[config.mk]
export PLATFORM = sky130hd
export DESIGN_NAME = if_id_skid_stage
export DESIGN_NICKNAME = d
export VERILOG_FILES = /design/src/rtl/if_id_skid_stage.sv
export SDC_FILE = /design/constraint.sdc
export NUM_CORES = 1
export LEC_CHECK = 0
export CAP_MARGIN = 10
export CORE_MARGIN = 3
export CORE_UTILIZATION = 25
export CTS_CLUSTER_SIZE = 8
export DETAILED_ROUTE_END_ITERATION = 10
export PLACE_DENSITY = 0.58
export SYNTH_ARGS = -nofsm -noshare
export SYNTH_HDL_FRONTEND = slang
export SYNTH_SLANG_ARGS = --single-unit
[constraint.sdc]
create_clock -name Clk -period 1.75 [get_ports Clk]
set_clock_uncertainty 0.1 [all_clocks]
set_input_delay 0.2625 -clock Clk [delete_from_list [all_inputs] [get_ports Clk]]
set_output_delay 0.2625 -clock Clk [all_outputs]
set_load 0.02 [all_outputs]
[src/rtl/if_id_skid_stage.sv]
`default_nettype none
// ============================================================================
//  Module   : if_id_skid_stage
//  Purpose  : IF/ID pipeline stage with a valid/ready handshake, a two-entry
//             skid buffer, synchronous flush with bubble insertion and a
//             saturating fetch-stall counter. Every output comes from a flop.
//  Revision : 1.0  initial release
// ============================================================================
module if_id_skid_stage #(
   parameter int                DATA_W = 8,
   parameter logic [DATA_W-1:0] BUBBLE = '0,
   parameter int                CNT_W  = 8
) (
   input  logic              Clk,
   input  logic              Reset,
   input  logic              Flush,
   input  logic              In_Valid,
   output logic              In_Ready,
   input  logic [DATA_W-1:0] In_Data,
   output logic              Out_Valid,
   input  logic              Out_Ready,
   output logic [DATA_W-1:0] Out_Data,
   output logic [1:0]        Occupancy,
   output logic [CNT_W-1:0]  Stall_Count,
   input  logic              Stall_Clr
);

   typedef enum logic [1:0] {
      EMPTY = 2'd0,
      ONE   = 2'd1,
      FULL  = 2'd2
   } state_t;

   localparam logic [CNT_W-1:0] CNT_MAX = '1;

   state_t            state;
   state_t            state_nxt;
   logic [DATA_W-1:0] main_q;
   logic [DATA_W-1:0] main_nxt;
   logic [DATA_W-1:0] skid_q;
   logic [DATA_W-1:0] skid_nxt;
   logic [CNT_W-1:0]  stall_q;
   logic              accept;
   logic              drain;
   logic              stall;

   // Handshake flags are decoded from the state flops only, so Out_Ready
   // never reaches In_Ready combinationally; the skid entry absorbs the
   // payload fetch may still push in the cycle decode stalls.
   assign In_Ready  = (state != FULL);
   assign Out_Valid = (state != EMPTY);
   assign Occupancy = (state == FULL) ? 2'd2 : ((state == ONE) ? 2'd1 : 2'd0);
   assign Out_Data  = main_q;   // main is reloaded with BUBBLE whenever it empties
   assign Stall_Count = stall_q;

   assign accept = In_Valid & In_Ready;
   assign drain  = Out_Valid & Out_Ready;
   assign stall  = In_Valid & ~In_Ready;

   // State and payload registers; reset clears everything without a clock edge.
   always_ff @(posedge Clk or negedge Reset) begin
      if (!Reset) begin
         state  <= EMPTY;
         main_q <= BUBBLE;
         skid_q <= BUBBLE;
      end else begin
         state  <= state_nxt;
         main_q <= main_nxt;
         skid_q <= skid_nxt;
      end
   end

   // Next-state and datapath selection; flush wins over any accept or drain.
   always_comb begin
      state_nxt = state;
      main_nxt  = main_q;
      skid_nxt  = skid_q;
      if (Flush) begin
         state_nxt = EMPTY;
         main_nxt  = BUBBLE;
         skid_nxt  = BUBBLE;
      end else begin
         case (state)
            EMPTY: begin
               if (accept) begin
                  state_nxt = ONE;
                  main_nxt  = In_Data;
               end
            end
            ONE: begin
               if (accept && drain) begin
                  main_nxt = In_Data;
               end else if (accept) begin
                  state_nxt = FULL;
                  skid_nxt  = In_Data;
               end else if (drain) begin
                  state_nxt = EMPTY;
                  main_nxt  = BUBBLE;
               end
            end
            FULL: begin
               if (drain) begin
                  state_nxt = ONE;
                  main_nxt  = skid_q;
                  skid_nxt  = BUBBLE;
               end
            end
            default: begin
               // Unreachable encoding: recover to a clean empty stage.
               state_nxt = EMPTY;
               main_nxt  = BUBBLE;
               skid_nxt  = BUBBLE;
            end
         endcase
      end
   end

   // Saturating count of cycles where fetch offers a payload but is held off.
   always_ff @(posedge Clk or negedge Reset) begin
      if (!Reset) begin
         stall_q <= '0;
      end else if (Stall_Clr) begin
         stall_q <= '0;
      end else if (stall && (stall_q != CNT_MAX)) begin
         stall_q <= stall_q + 1'b1;
      end
   end

endmodule
`default_nettype wire

==> metrics, run 1 <==
CTS root buffer=clkbuf_8; cell family with most CP delay=simple AND/OR/NAND/NOR gates; final wirelength=3.35 mm; clk_lat worst skew=0.27 ns; grt ovf=0; RSZ-0062 raised after global routing=true; top cell type's share of synthesized area=48.5%; crit path kind=flop to flop; initial antenna violation count=0; post-route setup TNS=-0.0137 ns; crit end category=flop; number of detailed-route iterations in the first pass=4; Distinct cells, synth=35; Slew Viols, Final=0; fin crit period=1.76 ns; Vias per Instance=4.50; Total Routing Usage GR=11.2%; final worst slack=-0.0137 ns; # diodes=0; first-pass GRT wire length=5.66 mm; fraction of layout cells with a size suffix above 1=26.1%; sequential area share after synthesis=48.5%; Max Cap Viol=0; Syn Inst Count=127; worst-path fanout max=3; Initial Util=26.1%; routability-driven placement congestion ratio=0.825; failing checks=negative setup slack; Slowest-stage cell, CP=or4_4; CP startpoint kind=flop; Synth-to-Final Area Change=49.6%; die area=0.00628 mm2; critical path arrival=1.86 ns; fin util=39.0%; pin count of the biggest net entering global routing=27; I/O pin cnt=34; number of port buffers=33; clock-pin slew on the worst setup and hold paths=0.09 ns; power per cell area=629 mW/mm2; CP cell instances=ha_4 -> and3_4 -> a21o_4 -> or4_4 -> a21oi_2; Hold Buf Count CTS=0; Seq cells post-synth=26; via count=1125; final setup fails=1; area leader, netlist=dfrtp_1; Ys Warns=0; Worst VDD drop=0.000428 V; Syn Nets=142; routed len/inst=13.4 um; multi-input logic area=668 um2; status=finished, violations left; Clock Sinks=26; fmax=567 MHz; fill cell count=535; clock buffer count from CTS=3; hpwl dp=2.45 mm; DRT iter0 DRCs=32; LEAKAGE=0.000951 uW; antenna-violating nets left=0; CP Buf/Inv Count=0; # DRC=0; CTS tree=done; CP peak stage delay=0.47 ns; # rows=26; Syn Std Cell Area=0.00134 mm2; period utilisation layout=101%; Worst Max-Slew Pin Slew=0.397 ns; worst hold path class=input pin to async pin; Die Wd=79.2 um; CTS Buffer Depth=2; core area=0.00514 mm2; CP Launch Point=Stall_Count[1]$_DFFE_PN0P_; number of global-route vias before repair=1222; Rel. slew slack=73.5%; Avg Inst Size Synth=10.6 um2; Final nets=196; synth top area cells=dfrtp_1 (49%), a22o_1 (10%), mux2i_1 (7.5%), inv_1 (3.1%), nand2_1 (3.1%); Die Ht=79.2 um; Worst Path Required=1.85 ns; register area=654 um2; worst reg2reg startpoint=Stall_Count[1]$_DFFE_PN0P_; htree depth=1; Final Hold Fails=0
## registers in the layout, summed over array words and instances, names as in the netlist
signal / cells
Stall_Count: 8
Out_Data: 8
skid_q: 8
state: 2
## power breakdown
group | total, uW | leakage, uW | switching (uW) | internal [uW]
clock network | 353 | 0.0000228 | 190 | 163
registers | 643 | 0.000351 | 16.7 | 627
logic | 265 | 0.000577 | 127 | 139
total | 1260 | 0.000951 | 333 | 928
## metrics by stage
step                      setup slack, ns  cells  power, uW  hold slack (ns)  cell area, um2
final                             -0.0137    250       1260            0.265            2010
after floorplan                   -0.0185    127        779           -0.133            1360
after detailed placement           -0.343    241        912            0.400            1890
after CTS                         -0.0161    249       1280            0.268            1970
after global routing              -0.0543    250       1330            0.283            2010
after global placement             -0.217    241        908            0.410            1890
## placed cells by master, fill, tap and decap left out, drive strengths merged, types with 2 or more instances in the layout
master,instances
dfrtp,26
clkdlybuf4s50,24
buf,24
a22o,16
inv,11
nand2,11
mux2i,10
nor2,9
nor2b,5
a21oi,5
xnor2,4
dlymetal6s2s,4
clkbuf,4
nand3,2
a2bb2oi,2
dlygate4sd2,2
o31ai,2
or4,2
nor3,2
## synth_stat cells, drive strengths merged
cell	instances
nand3b	1
inv	11
a2111oi	1
a22o	16
o21ai	1
mux2i	10
or2	1
a211oi	1
xnor2	4
buf	4
nand2	11
xor2	1
and4	1
nor2	9
a2bb2oi	2
a21o	1
o21a	1
o31ai	2
dfrtp	26
nand3	2
ha	1
a21oi	5
clkbuf	2
or3	1
nor4b	1
nor2b	5
nor3	2
or4	2
and3	1
o22a	1
## per-layer routing
metal	vias to the layer above	track usage, %	routed length, um
met5	-	0	0
met4	0	0.515	0
met3	0	3.17	162
met2	28	19.4	1670
met1	542	14.5	1520
li1	555	-	-
## cell type report
cell class                 instances  area share [%]
timing repair buffer              55            25.4
clock buffer                       4            2.24
tap                               70            4.36
inverter                          11            2.06
multi-input combinational         84            33.3
sequential                        26            32.6
## final timing paths
kind,end,slack (ns),cells after the start
worst max-delay path,Stall_Count[5]$_DFFE_PN0P_,-0.01,5
worst min register to register,Out_Data[6]$_DFFE_PN0P_,0.42,1
min in group Clk,Out_Data[6]$_DFFE_PN0P_,0.42,1
worst max register to register,Stall_Count[5]$_DFFE_PN0P_,-0.01,5
worst min-delay path,Stall_Count[5]$_DFFE_PN0P_,0.26,2
max in group asynchronous,state[0]$_DFFE_PN0P_,1.01,2
## cells by family (layout without fill, tap and decap cells)
family	after synthesis	after routing	synth area share (%)
DFF	26	26	48.5
buffers and inverters	17	70	5.50
adders and majority gates	1	1	0.933
AOI/OAI and AO/OA	31	31	18.7
xor gates and xnor gates	5	5	3.26
muxes	10	10	7.46
and+or+nand+nor	37	37	15.7
## repair_timing
action | in CTS | in global routing
buffers inserted | 4 | 1
pin swaps | 0 | 4
gates cloned | 0 | 0
endpoints found under the setup margin | 14 | 20
gates resized for setup | 15 | 13
Power figures use the tool's default switching activity.
==> run 2: changes to the inputs <==
Settings changed: CORE_UTILIZATION 25 to 24, PLACE_DENSITY 0.58 to 0.57.
==> run 2 against run 1 <==
The run now ends clean. Wire length is 2.0% lower. Sequential power hardly changed. Hold slack worse by 0.00090 ns.
==> metrics, run 2 (synthesized netlist as in run 1, its figures left out) <==
status=finished clean; routed len/inst=13.3 um (-0.41%); power share of the clock group=27.5% (-0.5 points); crit path to=Stall_Count[5]$_DFFE_PN0P_; LEAKAGE=0.000957 uW (+0.67%); CP cell instances=ha_4 -> and3_4 -> a21o_4 -> or4_4 -> a21oi_2; CP Buf/Inv Count=0 (unchanged); CTS Buffer Depth=2 (unchanged); Reg power frac=52.1% (+1.1 points); I/O pin cnt=34 (unchanged); # diodes=0 (unchanged); most frequent cells in the layout=dfrtp_1 (24), clkdlybuf4s50_1 (21), buf_4 (17), a22o_1 (16); P_int=917 uW (-1.2%); htree depth=1 (unchanged); initial antenna violation count=0 (unchanged); logic gate share of total power=20.4% (-0.6 points); Total Routing Usage GR=10.9% (-0.28 points); CP startpoint kind=flop; Initial Util=25.5% (-0.64 points); Worst Max-Slew Pin Slew=0.378 ns (-0.0192 ns); fin crit period=1.73 ns (-0.0327 ns); fraction of layout cells with a size suffix above 1=22.7% (-3.4 points); die area=0.00652 mm2 (+3.8%); stages on the worst setup path=5 (unchanged); via count=1103 (-2.0%); fmax=578 MHz (+1.9%); worst-path fanout max=3 (unchanged); antenna-violating nets left=0 (unchanged); RSZ-0062 raised after global routing=true; final setup fails=0 (-1); period utilisation layout=98.9% (-1.9 points); final wirelength=3.28 mm (-2.0%); DRT iter0 DRCs=29 (-9.4%); RR Endpoint=Stall_Count[5]$_DFFE_PN0P_; Die Wd=80.8 um (+1.9%); fin util=37.0% (-2.0 points); GRT met1 Usage=13.9% (-0.65 points); worst hold slack=0.264 ns (-0.000897 ns); first-pass GRT wire length=5.51 mm (-2.7%); worst reg2reg path depth=5 (unchanged); dpl cell area=0.00189 mm2 (+0.40%); grt ovf=0 (unchanged); routability-driven placement congestion ratio=0.786 (-4.7%); clock-pin slew on the worst setup and hold paths=0.09 ns (about the same); layer with the highest usage=met2; critical path arrival=1.83 ns (-0.03 ns); CP peak stage delay=0.47 ns (about the same); Worst Path Required=1.85 ns (about the same); Max Cap Viol=0 (unchanged); Final Instance Area=0.00195 mm2 (-2.7%); Final nets=192 (-2.0%); reg-to-reg slack, setup=0.02 ns (+0.03 ns); CTS root buffer=clkbuf_8; number of global-route vias before repair=1125 (-7.9%); Slew Viols, Final=0 (unchanged); cell family with most CP delay=simple AND/OR/NAND/NOR gates; final worst slack=0.0190 ns (+0.0327 ns); number of port buffers=33 (unchanged); Die Ht=80.8 um (+1.9%); # rows=26 (unchanged); Setup WS pre-CTS=-0.346 ns (-0.00304 ns); Sw Share=25.9% (-0.54 points); pin count of the biggest net entering global routing=27 (unchanged); Worst VDD drop=0.000353 V (-18%); Post-CTS Setup Bufs=0 (-4); Vias per Instance=4.48 (-0.36%); placed cell count=242 (+0.41%); Synth-to-Final Area Change=45.5%; met3 Usage GRT=3.55% (+0.37 points); Rel. slew slack=74.2% (+0.70 points); clock buffer count from CTS=3 (unchanged); crit end category=flop; crit path kind=flop to flop; power per cell area=634 mW/mm2 (+0.82%); hpwl dp=2.43 mm (-0.78%); Clock Sinks=26 (unchanged); clk_lat worst skew=0.27 ns (about the same); number of detailed-route iterations in the first pass=4 (unchanged); # DRC=0 (unchanged); Final Hold Fails=0 (unchanged); CP Launch Point=Stall_Count[0]$_DFFE_PN0P_; leading cell type in the layout, fill and taps excluded=dfrtp_1; core area=0.00527 mm2 (+2.5%); Slowest-stage cell, CP=or4_4; worst hold path class=input pin to async pin; met2 GRT Util=18.5% (-0.90 points); worst reg2reg startpoint=Stall_Count[0]$_DFFE_PN0P_; CTS tree=done; Psw=320 uW (-4.0%); Finished Layout Cells=246 (-1.6%)
[run 2: worst reg2reg max path: stages (launching register included)]
cell,delay [ns]
dfrtp_2,0.43
ha_4,0.17
and3_4,0.17
a21o_4,0.20
or4_4,0.47
a21oi_2,0.12
[run 2: per-stage QoR]
step / TNS, ns / total power [uW]
6_report: 0 / 1240
4_1_cts: 0 / 1270
5_1_grt: -0.0136 / 1310
3_5_place_dp: -4.28 / 913
2_1_floorplan: -0.0185 / 779
3_3_place_gp: -3.73 / 911
[run 2: how the worst min path moves through the flow]
stage	from	endpoint	slack, ns	depth (start not counted)
finish	Reset	state[1]$_DFFE_PN0P_	0.26	2
global route	Reset	state[1]$_DFFE_PN0P_	0.29	2
floorplan	Reset	Out_Data[0]$_DFFE_PN0P_	-0.13	0
detailed placement	Out_Data[7]$_DFFE_PN0P_	Out_Data[7]$_DFFE_PN0P_	0.40	1
global placement	skid_q[1]$_DFFE_PN0P_	skid_q[1]$_DFFE_PN0P_	0.41	2
CTS	Reset	state[1]$_DFFE_PN0P_	0.27	2
[run 2: metal layers]
| layer | share of wire [%] | routed length (um) | up-vias |
|---|---|---|---|
| met5 | 0 | 0 | - |
| met4 | 0 | 0 | 0 |
| met3 | 6.6 | 215 | 0 |
| met2 | 48 | 1580 | 27 |
| met1 | 45 | 1480 | 528 |
| li1 | - | - | 548 |
[run 2: power by group through the flow]
stage                     Sequential (uW)  Combinational, uW  Clock [uW]
final                                 644                252         341
after global routing                  649                275         383
after CTS                             646                258         367
after detailed placement              656                257           0
after global placement                657                254           0
after floorplan                       669                111           0
[run 2: final cells by class]
type / instances / area [um2]
clock buffer: 4 / 45.0
multi-input combinational: 84 / 654
timing repair buffer: 51 / 470
fill: 563 / 3320
tap: 70 / 87.6
sequential: 26 / 653
inverter: 11 / 41.3
[run 2: repair_timing]
action,CTS,global route
hold endpoints to repair,0,0
hold buffers,0,0
pin swaps,0,1
setup endpoints to repair,15,18
gates cloned,0,0
gates resized for setup,10,13
